<file path="src/rtl/game_state_regs.sv">
// rtl/game_state_regs.sv - round timer FSM plus score, fruit and lives registers
module game_state_regs #(
    parameter int FRAMES_PER_SEC = 60,
    parameter int ROUND_SECONDS  = 120
) (
    input  logic        Clk,
    input  logic        Reset_n,
    input  logic        frame_tick,
    input  logic        start,
    input  logic        restart,
    input  logic        lifeDown,
    input  logic        win,
    input  logic        lose,
    input  logic        Load_S,
    input  logic [9:0]  score_in,
    input  logic        Load_F,
    input  logic [3:0]  fruits_in,
    input  logic        Load_L,
    input  logic [7:0]  lives_in,
    output logic [9:0]  score_out,
    output logic [3:0]  fruits_out,
    output logic [1:0]  lives_out,
    output logic [31:0] counter,
    output logic [7:0]  seconds_left,
    output logic        time_up,
    output logic        running
);

    localparam logic [31:0] FULL_COUNT = 32'(ROUND_SECONDS * FRAMES_PER_SEC);
    localparam logic [7:0]  FULL_SEC   = 8'(ROUND_SECONDS);
    localparam logic [7:0]  PRE_LAST   = 8'(FRAMES_PER_SEC - 1);

    typedef enum logic [2:0] {
        IDLE,
        RUN,
        HOLD,
        EXPIRED,
        DONE
    } state_t;

    state_t     state;
    state_t     state_next;
    logic [7:0] prescaler;
    logic       do_tick;

    always_ff @(posedge Clk or negedge Reset_n) begin
        if (!Reset_n) begin
            state <= IDLE;
        end else begin
            state <= state_next;
        end
    end

    // Priority restart > win/lose > lifeDown > frame_tick falls out of the branch order.
    always_comb begin
        state_next = state;
        do_tick    = 1'b0;
        if (restart) begin
            state_next = IDLE;
        end else begin
            case (state)
                IDLE: begin
                    if (start) state_next = RUN;
                end
                RUN: begin
                    if (win || lose) begin
                        state_next = DONE;
                    end else if (lifeDown) begin
                        state_next = HOLD;
                    end else if (frame_tick && counter != 32'd0) begin
                        do_tick = 1'b1;
                        if (counter == 32'd1) state_next = EXPIRED;
                    end
                end
                HOLD: begin
                    if (win || lose) begin
                        state_next = DONE;
                    end else if (!lifeDown) begin
                        state_next = RUN;
                    end
                end
                default: state_next = state;
            endcase
        end
    end

    always_ff @(posedge Clk or negedge Reset_n) begin
        if (!Reset_n) begin
            counter      <= FULL_COUNT;
            seconds_left <= FULL_SEC;
            prescaler    <= 8'd0;
            time_up      <= 1'b0;
            running      <= 1'b0;
        end else begin
            running <= (state_next == RUN);
            time_up <= 1'b0;
            if (restart) begin
                counter      <= FULL_COUNT;
                seconds_left <= FULL_SEC;
                prescaler    <= 8'd0;
            end else if (do_tick) begin
                counter <= counter - 32'd1;
                if (counter == 32'd1) begin
                    seconds_left <= 8'd0;
                    prescaler    <= 8'd0;
                    time_up      <= 1'b1;
                end else if (prescaler == PRE_LAST) begin
                    prescaler    <= 8'd0;
                    seconds_left <= seconds_left - 8'd1;
                end else begin
                    prescaler <= prescaler + 8'd1;
                end
            end
        end
    end

    always_ff @(posedge Clk or negedge Reset_n) begin
        if (!Reset_n) begin
            score_out  <= 10'd0;
            fruits_out <= 4'd0;
            lives_out  <= 2'd0;
        end else if (restart) begin
            score_out  <= 10'd0;
            fruits_out <= 4'd0;
            lives_out  <= 2'd0;
        end else begin
            if (Load_S) score_out <= score_in;
            if (Load_F) fruits_out <= fruits_out | fruits_in;
            if (Load_L) lives_out <= (lives_in > 8'd3) ? 2'd3 : lives_in[1:0];
        end
    end

endmodule

</file>
<file path="config.mk">
export PLATFORM = sky130hd
export DESIGN_NAME = game_state_regs
export DESIGN_NICKNAME = d
export VERILOG_FILES = /design/src/rtl/game_state_regs.sv
export SDC_FILE = /design/constraint.sdc
export NUM_CORES = 1
export LEC_CHECK = 0
export BUFFER_PORTS_ARGS = -buffer_cell sky130_fd_sc_hd__buf_2
export CAP_MARGIN = 20
export CORE_ASPECT_RATIO = 0.9
export CORE_MARGIN = 5
export CORE_UTILIZATION = 51
export CTS_CLUSTER_SIZE = 8
export DETAILED_ROUTE_END_ITERATION = 10
export PLACE_DENSITY = 0.74
export SETUP_SLACK_MARGIN = 0.1
export SLEW_MARGIN = 15
export SYNTH_ARGS = -nofsm -noshare
export SYNTH_HDL_FRONTEND = slang
export SYNTH_SLANG_ARGS = --single-unit
</file>
<file path="constraint.sdc">
create_clock -name Clk -period 2.9 [get_ports Clk]
set_clock_uncertainty 0.2 [all_clocks]
set_input_delay 0.58 -clock Clk [delete_from_list [all_inputs] [get_ports Clk]]
set_output_delay 0.58 -clock Clk [all_outputs]
set_load 0.02 [all_outputs]
</file>
; After elaboration in Yosys (flattened, before gate mapping)
; Index checks and enable logic that the tools add are counted.
[totals]
out_inout_bits = 58
in_bits = 33
wordCells = 63
regBits = 69
[classes]
addsub = 3
magnitude_cmp = 1
bitwise = 1
n_eq_ne = 5
n_mux = 34
n_reduce_logical = 10
[ops]
columns = operator, count
row1 = $mux W32, 2
row2 = $mux W8, 8
row3 = $eq A32 B1 Y1 const B, 1
row4 = $reduce_bool A32 Y1, 1
row5 = $sub A32 B1 Y32 const B, 1
row6 = $mux W3, 8
row7 = $mux W10, 2
row8 = $pmux W3 S3, 1
row9 = $add A8 B1 Y8 const B, 1
row10 = $eq A8 B6 Y1 const B, 1
row11 = $gt A8 B2 Y1 const B, 1
row12 = $mux W1, 8
row13 = $mux W4, 2
row14 = $reduce_bool A2 Y1, 4
row15 = $sub A8 B1 Y8 const B, 1
row16 = $eq A3 B1 Y1 const B, 2
row17 = $mux W2, 3
row18 = $or A4 B4 Y4, 1
row19 = $eq A3 B2 Y1 const B, 1
row20 = $logic_not A3 Y1, 1
row21 = $reduce_bool A3 Y1, 1
row22 = $reduce_and A2 Y1, 1
row23 = $logic_and A1 B1 Y1, 1
row24 = $logic_or A1 B1 Y1, 1

; Depth between registers and ports, before layout
[depth]
depth_word = 9
depth_mapped = 8
mapped_depth_nobuf = 7

; Least setup slack after synthesis
; Ideal clock, no wire load.
[synth_timing]
path_kind = register -> register
start = register counter[28]
end = register counter[6]
setup_ns = 0.125
t_required_ns = 2.575
stages_incl_launch_ff = 7
path_slack_ns = 0.231
arrival_ns = 2.344
path_buffers = 1
synth_period_minus_slack_ns = 2.669
path_cell_list = dfrtp_1 -> or4_4 -> or4b_4 -> o31ai_4 -> buf_4 -> nor4_1 -> mux2_4
[synth_between]
elab_chain_len = 8
[synth_rtl]
columns = item, line
row1 = start: declaration, 23  ; output logic [31:0] counter,
row2 = start signal: assignment, 102  ; counter <= counter - 32'd1;
row3 = $reduce_bool A32 Y1, 70  ; end else if (frame_tick && counter != 32'd0) begin
row4 = $logic_and A1 B1 Y1, 70
row5 = $mux W1, 70
row6 = $mux W1, 68  ; end else if (lifeDown) begin
row7 = $mux W1, 66  ; if (win || lose) begin
row8 = $mux W1, 61  ; case (state)
row9 = $mux W1, 58  ; if (restart) begin
row10 = $reduce_bool A2 Y1 (no line), n/a
; Every way passes these cells.
; A chain may end at the register's enable or synchronous reset.

; Worst setup path in the final report
[layout_timing]
start = register counter[28]
end = register counter[26]
; The elaborated chain is that of the path after synthesis.

==> reports/metrics.yaml <==
tightest_slew_ns: 0.709
globalRouteTotalUtil_pct: 21.4
place_ws_ns: 0.0363
totalNegativeSetupSlack_ns: 0
grt_start_max_net_pins: 49
wl_mm: 9.81
total_number_of_clock_tree_sinks: 69
buffer_ports.inserted: 90
worstReg2RegStart: "counter[28]"
asyncSetResetFlopFracSynth_pct: 100
final_layout_size_suffix_gt1_share_pct: 32.9
worstSkewPairLatency_ns: 0.35
cp_slowest_cell: "or4_4"
coreArea_um2: 7150
first_global_vias: 3347
yosysUniqueCellTypes: 61
top_level_ports: 91
vias_per_cell: 6.00
design_area_um2: 4660
power.static_leakage_nw: 2.14
timing_hold_violations_final: 0
syn_nets: 427
ctsHoldBuffers: 0
inserted_diodes: 0
grt.overflow.total: 0
cap_violations: 0
syn-instance-count: 389
final_common_cell: "buf_2"
dp_cells: 572
hold-worst-slack_ns: 0.0706
fin_crit_ns: 2.75
fin_crit_sh_pct: 94.9
yosysWarningCount: 0
synth_edf_count: 0
ctsHtreeMaxLevel: 3
drv_slew: 0
gpl.final_weighted_congestion: 0.844
syn-cell-area_um2: 3770
synth_sequential_area_ratio_pct: 46.0
die_width_um: 101
grt_first_pass_wirelength_mm: 16.2
timing.fmax_mhz: 363
cts.reportedPaths.clkPinSlew_ns: 0.08
grt_setup_unrepaired: "yes"
route.detailed.drc: 0
cts-root-buf: "clkbuf_8"
crit_path_start_kind: "register"
post_synthesis_register_bit_count: 69
critical_path_peak_fanout: 11
detailed_place_hpwl_mm: 6.92
post_synth.cell_area_avg_um2: 9.70
cts_made_buffers: 9
drtAntennaViolNets: 0
rrSetupSlack_ns: 0.15
drt-pass1-iter-count: 5
die_area_um2: 9220
pwr_cell_area_nw_per_um2: 434
final_cell_count_no_fill: 591
run_status: "completed"
start_util_pct: 52.8
routed_wire_length_per_instance_um: 16.6
most-common-layout-cells: "buf_2, dfrtp_1, nor2_1"
timing.critical_path.cells: "or4_4, or4b_4, nor3_1, buf_4, nor4_1, mux2_1"
tritoncts: "yes"
critical_path_arrival_ns: 2.79
min_path_type: "in2async"
areaGrowthSynthToFinish_pct: 23.4
grt_antenna_before_repair: 0
post_dp_cell_area_um2: 4400
critPathMaxStageDelay_ns: 0.60
drt_iter0_markers: 142
synth_ff_type: "dfrtp_1"
placementRows: 29
timing.final.setup_violations: 0
setup.worst_path.class: "reg2reg"
worstPathRequired_ns: 2.94
irDropWorstVdd_mv: 0.299
detailroute.via_count: 3547
reg2reg_depth: 6
design.final.nets: 532
r2r_end: "counter[26]"
postLayoutSetupSlackWorst_ns: 0.149
endpoint_kind: "register"
cts_max_path_buffers: 2
nFillCells: 622
worst_rel_slew_slack_pct: 52.5
die-height_um: 91.6
synthesized netlist by cell type, types with 3 or more instances:
| master | instances | share of area, % |
|---|---|---|
| inv_1 | 12 | 1.2 |
| o41ai_1 | 5 | 1.2 |
| or2_2 | 7 | 1.2 |
| ha_1 | 5 | 1.7 |
| xor2_1 | 4 | 0.93 |
| nor2b_1 | 8 | 1.3 |
| mux2i_1 | 11 | 2.9 |
| nor2_1 | 45 | 4.5 |
| a211oi_1 | 5 | 0.99 |
| nand2_1 | 10 | 0.99 |
| nand4_1 | 5 | 0.83 |
| o21ai_0 | 13 | 1.7 |
| dfstp_2 | 8 | 5.6 |
| o31ai_1 | 13 | 2.6 |
| dfrtp_1 | 61 | 40 |
| nor3_1 | 14 | 1.9 |
| or3_1 | 13 | 2.2 |
| a21oi_1 | 34 | 4.5 |
| nor4_1 | 10 | 1.7 |
| a31oi_1 | 4 | 0.66 |
| nor4b_1 | 3 | 0.70 |
| clkbuf_1 | 12 | 1.2 |
| or4_1 | 20 | 4.0 |
| and3_1 | 3 | 0.50 |
| nand3_1 | 13 | 1.7 |
flip-flops by register name, summed over array words and instances, names as in the netlist:
signal,flops
state,3
lives_out,2
fruits_out,4
score_out,10
prescaler,8
running,1
seconds_left,8
time_up,1
counter,32
logic make-up (layout without fill, tap and decap cells):
group	after synthesis	after routing	share of synthesized area, %
buffers and inverters	32	141	3.84
flip-flops	69	69	46.0
AND/OR/NAND/NOR	168	168	26.1
XOR/XNOR	6	6	1.39
AO/OA/AOI/OAI	91	91	15.9
adder cells (fa/ha/maj)	6	6	1.92
multiplexers	17	17	4.91
critical path, delay by kind of cell, from the launching register on:
kind | cells | cell delay, ns
and+or+nand+nor | 4 | 1.46
buffers and inverters | 1 | 0.23
DFF | 1 | 0.45
muxes | 1 | 0.31
layer usage:
metal / global-route usage (%) / wire (um)
met2: 32.5 / 4450
met3: 5.69 / 818
met4: 5.50 / 100
met1: 30.4 / 4450
met5: 0 / 0
where the power goes:
part / total (mW) / switching (mW) / internal (mW)
logic: 0.234 / 0.142 / 0.0927
registers: 1.02 / 0.0286 / 0.992
clock network: 0.767 / 0.376 / 0.392
total: 2.02 / 0.546 / 1.48
worst max path at each step:
stage	depth (start not counted)	slack, ns	end	start
after CTS	6	0.09	seconds_left[3]	counter[7]
final	6	0.15	counter[26]	counter[28]
after detailed placement	5	0.04	counter[31]	counter[7]
after floorplan	6	0.23	counter[6]	counter[28]
after global routing	6	0.07	counter[26]	counter[28]
after global placement	5	0.10	counter[31]	counter[7]
repair_timing:
item / CTS / global route
gates resized for setup: 1 / 4
setup endpoints to repair: 2 / 24
pin swaps: 0 / 1
buffers inserted: 0 / 4
through the flow:
stage          utilization, %  total power [mW]
2_1_floorplan               -              1.17
3_3_place_gp             61.6              1.26
3_5_place_dp             61.6              1.27
4_1_cts                  64.3              2.04
5_1_grt                  65.2              2.11
6_report                 65.2              2.02
cell type report:
type | count | area (um2) | area share, %
flip-flops and latches | 69 | 1740 | 37.3
clock buffers | 9 | 124 | 2.66
inverters | 12 | 45.0 | 0.967
clock inverters | 6 | 65.1 | 1.40
well taps | 93 | 116 | 2.50
repair buffers | 114 | 663 | 14.2
multi-input cells | 288 | 1910 | 41.0
Power figures use the tool's default switching activity.
